==> config.mk <==
export PLATFORM = sky130hd
export DESIGN_NAME = some_vip_initiator
export DESIGN_NICKNAME = d
export VERILOG_FILES = /design/src/rtl/some_vip_initiator.sv
export SDC_FILE = /design/constraint.sdc
export NUM_CORES = 1
export LEC_CHECK = 0
export CELL_PAD_IN_SITES_DETAIL_PLACEMENT = 2
export CELL_PAD_IN_SITES_GLOBAL_PLACEMENT = 2
export CORE_MARGIN = 1.5
export CORE_UTILIZATION = 35
export CTS_CLUSTER_DIAMETER = 80
export DETAILED_ROUTE_END_ITERATION = 6
export MAX_ROUTING_LAYER = met4
export PLACE_DENSITY_LB_ADDON = 0.1
export SYNTH_ARGS = -nofsm -noshare
export SYNTH_HDL_FRONTEND = slang
export SYNTH_SLANG_ARGS = --single-unit
export TNS_END_PERCENT = 100
==> constraint.sdc <==
create_clock -name clk -period 6.6 [get_ports clk]
set_input_delay 1.98 -clock clk [delete_from_list [all_inputs] [get_ports clk]]
set_output_delay 1.98 -clock clk [all_outputs]
set_load 0.05 [all_outputs]
==> src/rtl/some_vip_initiator.sv <==
// some_vip_initiator
//   Initiator side of the some_vip valid/ready byte channel. Bytes pushed by
//   local logic are queued in a small first-word-fall-through FIFO and
//   presented to a responder as a valid/ready stream. On every handshake the
//   responder's return byte is captured and reported on the response port,
//   and a wrapping transfer counter is incremented.
//
// Ports
//   clk, rst        clock (rising edge) and synchronous active-high reset
//   push_i          enqueue push_data_i this cycle (dropped while full_o=1)
//   push_data_i     byte to enqueue
//   full_o          FIFO holds DEPTH entries
//   count_o         current FIFO occupancy
//   overflow_o      sticky: a push arrived while full_o=1
//   valid_o/data_o  channel request towards the responder (data_o=0 when idle)
//   ready_i/data_i  responder handshake and return byte
//   rsp_valid_o     one-cycle pulse after each completed transfer
//   rsp_data_o      return byte captured at the last handshake
//   xfer_cnt_o      completed transfers, wraps modulo 2^CNT_W
module some_vip_initiator #(
  parameter int DATA_W = 8,
  parameter int DEPTH  = 4,
  parameter int CNT_W  = 16
) (
  input  logic                       clk,
  input  logic                       rst,
  input  logic                       push_i,
  input  logic [DATA_W-1:0]          push_data_i,
  output logic                       full_o,
  output logic [$clog2(DEPTH+1)-1:0] count_o,
  output logic                       overflow_o,
  output logic                       valid_o,
  output logic [DATA_W-1:0]          data_o,
  input  logic                       ready_i,
  input  logic [DATA_W-1:0]          data_i,
  output logic                       rsp_valid_o,
  output logic [DATA_W-1:0]          rsp_data_o,
  output logic [CNT_W-1:0]           xfer_cnt_o
);

  localparam int PTR_W = $clog2(DEPTH);
  localparam int CW    = $clog2(DEPTH+1);

  localparam logic [PTR_W-1:0] PTR_ONE  = PTR_W'(1);
  localparam logic [CW-1:0]    CNT_ONE  = CW'(1);
  localparam logic [CW-1:0]    CNT_FULL = CW'(DEPTH);
  localparam logic [CNT_W-1:0] XFER_ONE = CNT_W'(1);

  logic [DATA_W-1:0] mem_q [DEPTH];
  logic [DATA_W-1:0] mem_d [DEPTH];
  logic [PTR_W-1:0]  wr_ptr_q, wr_ptr_d;
  logic [PTR_W-1:0]  rd_ptr_q, rd_ptr_d;
  logic [CW-1:0]     count_q, count_d;
  logic              overflow_q, overflow_d;
  logic              rsp_valid_q, rsp_valid_d;
  logic [DATA_W-1:0] rsp_data_q, rsp_data_d;
  logic [CNT_W-1:0]  xfer_cnt_q, xfer_cnt_d;

  logic full;
  logic valid;
  logic hs;
  logic push_ok;

  always_comb begin
    // Status is decoded from registered state only, so a pop in the same
    // cycle never frees room for a push that arrived while full.
    full    = (count_q == CNT_FULL);
    valid   = (count_q != '0);
    hs      = valid & ready_i;
    push_ok = push_i & ~full;

    mem_d       = mem_q;
    wr_ptr_d    = wr_ptr_q;
    rd_ptr_d    = rd_ptr_q;
    count_d     = count_q;
    overflow_d  = overflow_q | (push_i & full);
    rsp_valid_d = hs;
    rsp_data_d  = rsp_data_q;
    xfer_cnt_d  = xfer_cnt_q;

    if (push_ok) begin
      mem_d[wr_ptr_q] = push_data_i;
      // DEPTH is a power of two, so the pointer wraps on its own.
      wr_ptr_d        = wr_ptr_q + PTR_ONE;
    end

    if (hs) begin
      rd_ptr_d   = rd_ptr_q + PTR_ONE;
      rsp_data_d = data_i;
      xfer_cnt_d = xfer_cnt_q + XFER_ONE;
    end

    case ({push_ok, hs})
      2'b10:   count_d = count_q + CNT_ONE;
      2'b01:   count_d = count_q - CNT_ONE;
      default: count_d = count_q;
    endcase
  end

  // Register stage: control state is reset, FIFO storage is not.
  always_ff @(posedge clk) begin
    if (rst) begin
      wr_ptr_q    <= '0;
      rd_ptr_q    <= '0;
      count_q     <= '0;
      overflow_q  <= 1'b0;
      rsp_valid_q <= 1'b0;
      rsp_data_q  <= '0;
      xfer_cnt_q  <= '0;
    end else begin
      wr_ptr_q    <= wr_ptr_d;
      rd_ptr_q    <= rd_ptr_d;
      count_q     <= count_d;
      overflow_q  <= overflow_d;
      rsp_valid_q <= rsp_valid_d;
      rsp_data_q  <= rsp_data_d;
      xfer_cnt_q  <= xfer_cnt_d;
    end
  end

  always_ff @(posedge clk) begin
    mem_q <= mem_d;
  end

  // Head entry falls through to the channel; idle channel drives zero.
  assign valid_o     = valid;
  assign data_o      = valid ? mem_q[rd_ptr_q] : '0;
  assign full_o      = full;
  assign count_o     = count_q;
  assign overflow_o  = overflow_q;
  assign rsp_valid_o = rsp_valid_q;
  assign rsp_data_o  = rsp_data_q;
  assign xfer_cnt_o  = xfer_cnt_q;

endmodule

==> results by group <==
Outcome
  – Status: completed

Final layout
  – Share of cells above drive strength 1: 0.122
  – Post-Layout Cell Count: 388
  – Post-layout util: 0.473
  – Final net count: 308
  – Area Growth Syn to Fin: 32.3%
  – Ant. Diodes: 0
  – Post-Layout Inst Area: about 3600 µm²

Drt
  – Wire per inst: 17.5 µm
  – Via-per-instance ratio: about 4.8
  – Antenna Nets Post-Route: 0
  – Routed Wire Length: just under 7000 µm
  – Initial DRC count: 65
  – DRT Pass-1 Iters: 4
  – DRC errors left: 0
  – Routed via count: 1854

STA
  – Final worst slack: between 2000 and 2500 ps
  – Hold slack: 468 ps
  – Highest Clock Rate: roughly 220 MHz
  – Final max-slew violation count: 0
  – # setup viols final: 0
  – Setup TNS: 0 ps
  – Slew margin rel.: 0.557
  – Worst Tran Pin Value: around 660 ps
  – Fin. Hold Viols: 0
  – Tcrit/Tclk final: 0.687
  – Clock skew: about 12 ps
  – RSZ-0062 raised after global routing: false
  – Tmin final: between 4000 and 5000 ps

Global routing
  – First-pass GRT wire length: between 10000 and 15000 µm
  – Total track usage: 0.179
  – Vias in the first global route: slightly above 2000
  – Initial antenna violation count: 0
  – Largest net degree at the start of global routing: 38
  – Total gr overflow: 0

Critical path
  – CP max FO: 10
  – CP Capture Type: output port
  – Startpoint types: register
  – Crit path arrival time: about 2600 ps
  – Setup CP Type: reg -> out
  – Crit path required time: between 4000 and 5000 ps

Power and ir drop
  – Comb pwr share: 0.361
  – Leakage: around 1.3 nW
  – Internal power: around 900 µW
  – Reg power frac: 0.373
  – Clock share of power: 0.266
  – Sw Ratio: 0.380
  – Switching power: 537 µW
  – Total power: ~1.4 mW
  – Power density cells: approximately 390 nW/µm²
  – Worst vdd ir: 0.107 mV

Floorplan
  – Initial core utilization: 0.358
  – CORE AREA: 7650 µm²
  – Die W: about 91 µm
  – Die Height: about 91 µm
  – Total Die Area: 8360 µm²
  – Core Rows: 32
  – # IOs: 59

Synthesis
  – Seq/Total Area, Yosys: 0.593
  – Yosys cell types: 35
  – Synthesis Warnings: 0
  – Commonest cells in the netlist: dfxtp_1 (33), edfxtp_1 (32), nor2_1 (25)
  – #FFs+latches synth: 65
  – Top FF cell, synth: dfxtp_1
  – Area leader, netlist: edfxtp_1
  – Most common cell in the synthesized netlist: dfxtp_1
  – Syn Area/Cell: 12.3 µm²
  – Synth async-reset ratio: 0
  – Yosys top cell area share: 0.351
  – Post-Synthesis Cells: around 220
  – Top cells by area, synth: edfxtp_1 (35%), dfxtp_1 (24%), mux4_2 (6.6%)
  – EDFF count, synth: 32
  – Mapped cell area: around 2700 µm²
  – Syn Nets: around 250

CTS
  – H-tree Lvls: 3
  – CTS resizes: 0
  – # hold bufs at CTS: 0
  – Clock buffer depth: 2
  – CTS buffer count: 9
  – CTS Root Buffer Type: clkbuf_8
  – Clock latency on the worst-skew pair: approximately 340 ps
  – Setup Buffers After CTS: 0
  – CTS tree: done
  – Clock slew at reported path FFs: 70 ps
  – Clock Sinks: 65

Flow run
  – MaxCap Viol Count: 0

Placed design
  – Area after DPL: roughly 3400 µm²
  – Placed insts: around 370
  – HPWL after detailed placement: about 4700 µm
  – GPL Wtd Cong: approximately 0.63
  – Place WS: between 2000 and 2500 ps
  – Number of port buffers: between 50 and 60

Min path
  – Hold Crit Class: reg -> reg
-- routing by layer --
metal / vias to the layer above / GRT usage / share of wire / wire, µm
li1: 883 / - / - / -
met1: 920 / 0.211 / 0.43 / 2950
met2: 42 / 0.308 / 0.53 / 3570
met3: 9 / 0.0327 / 0.026 / 177
met4: 0 / 0.0560 / 0.014 / 95
met5: - / - / 0 / 0
-- cells by family after synthesis --
kind of cell | after synthesis | synth area share
multiplexers | 13 | 0.0887
AND/OR/NAND/NOR | 86 | 0.170
XOR/XNOR | 15 | 0.0480
buffers and inverters | 20 | 0.0306
flip-flops | 65 | 0.593
AO/OA/AOI/OAI | 16 | 0.0352
adder cells (fa/ha/maj) | 7 | 0.0348
-- power by group through the flow --
stage	logic, mW	clock network, mW	registers (mW)
2_1_floorplan	0.294	0	0.588
3_3_place_gp	0.499	0	0.534
3_5_place_dp	0.515	0	0.539
4_1_cts	0.519	0.387	0.531
5_1_grt	0.543	0.403	0.537
6_report	0.510	0.375	0.527
-- flip-flops by register name, indices dropped and copies added (netlist names) --
register     flops
count_o          3
mem_q           32
overflow_o       1
rd_ptr_q         2
rsp_data_o       8
rsp_valid_o      1
wr_ptr_q         2
xfer_cnt_o      16
-- worst max-delay path: stages (launching register included) --
cell and delay [ps]:
dfxtp_1 750, mux4_2 590, and2_1 170, clkdlybuf4s50_1 700
-- final cells by class --
| type | instances | area [µm²] |
|---|---|---|
| Inverter | 9 | 33.8 |
| Timing Repair Buffer | 59 | 588 |
| Clock inverter | 7 | 95.1 |
| Clock buffer | 9 | 124 |
| Multi-Input combinational cell | 137 | 1030 |
| Sequential cell | 65 | 1620 |
| Fill cell | 771 | 4030 |
| Tap cell | 102 | 128 |
-- path summary, 6_finish.rpt --
kind | startpoint | end | slack [ps] | cells after the start
min | rsp_data_o[2] | rsp_data_o[2] | 470 | 2
max reg2reg | count_o[0] | count_o[2] | 3670 | 9
max | rd_ptr_q[0] | data_o[7] | 2060 | 3
min reg2reg | rsp_data_o[2] | rsp_data_o[2] | 470 | 2
-- placed cells by master, fill, tap and decap left out, types with 2 or more instances in the layout --
| cell type | Yosys | layout |
|---|---|---|
| nand4_1 | 4 | 4 |
| ha_1 | 6 | 6 |
| clkdlybuf4s50_1 | 0 | 58 |
| or3_1 | 3 | 3 |
| clkbuf_8 | 0 | 9 |
| mux2_4 | 2 | 2 |
| clkinv_4 | 0 | 3 |
| o21ai_0 | 2 | 2 |
| nand3_1 | 5 | 5 |
| xor2_1 | 12 | 12 |
| xnor2_1 | 3 | 3 |
| a21oi_1 | 13 | 13 |
| dfxtp_1 | 33 | 33 |
| and3_1 | 3 | 3 |
| mux2_2 | 2 | 2 |
| nand2_1 | 22 | 22 |
| bufinv_16 | 0 | 2 |
| and2_1 | 13 | 13 |
| nor2b_1 | 3 | 3 |
| edfxtp_1 | 32 | 32 |
| mux4_2 | 8 | 8 |
| inv_1 | 8 | 8 |
| nor2_1 | 25 | 25 |
(Power assumes the default switching activity.)
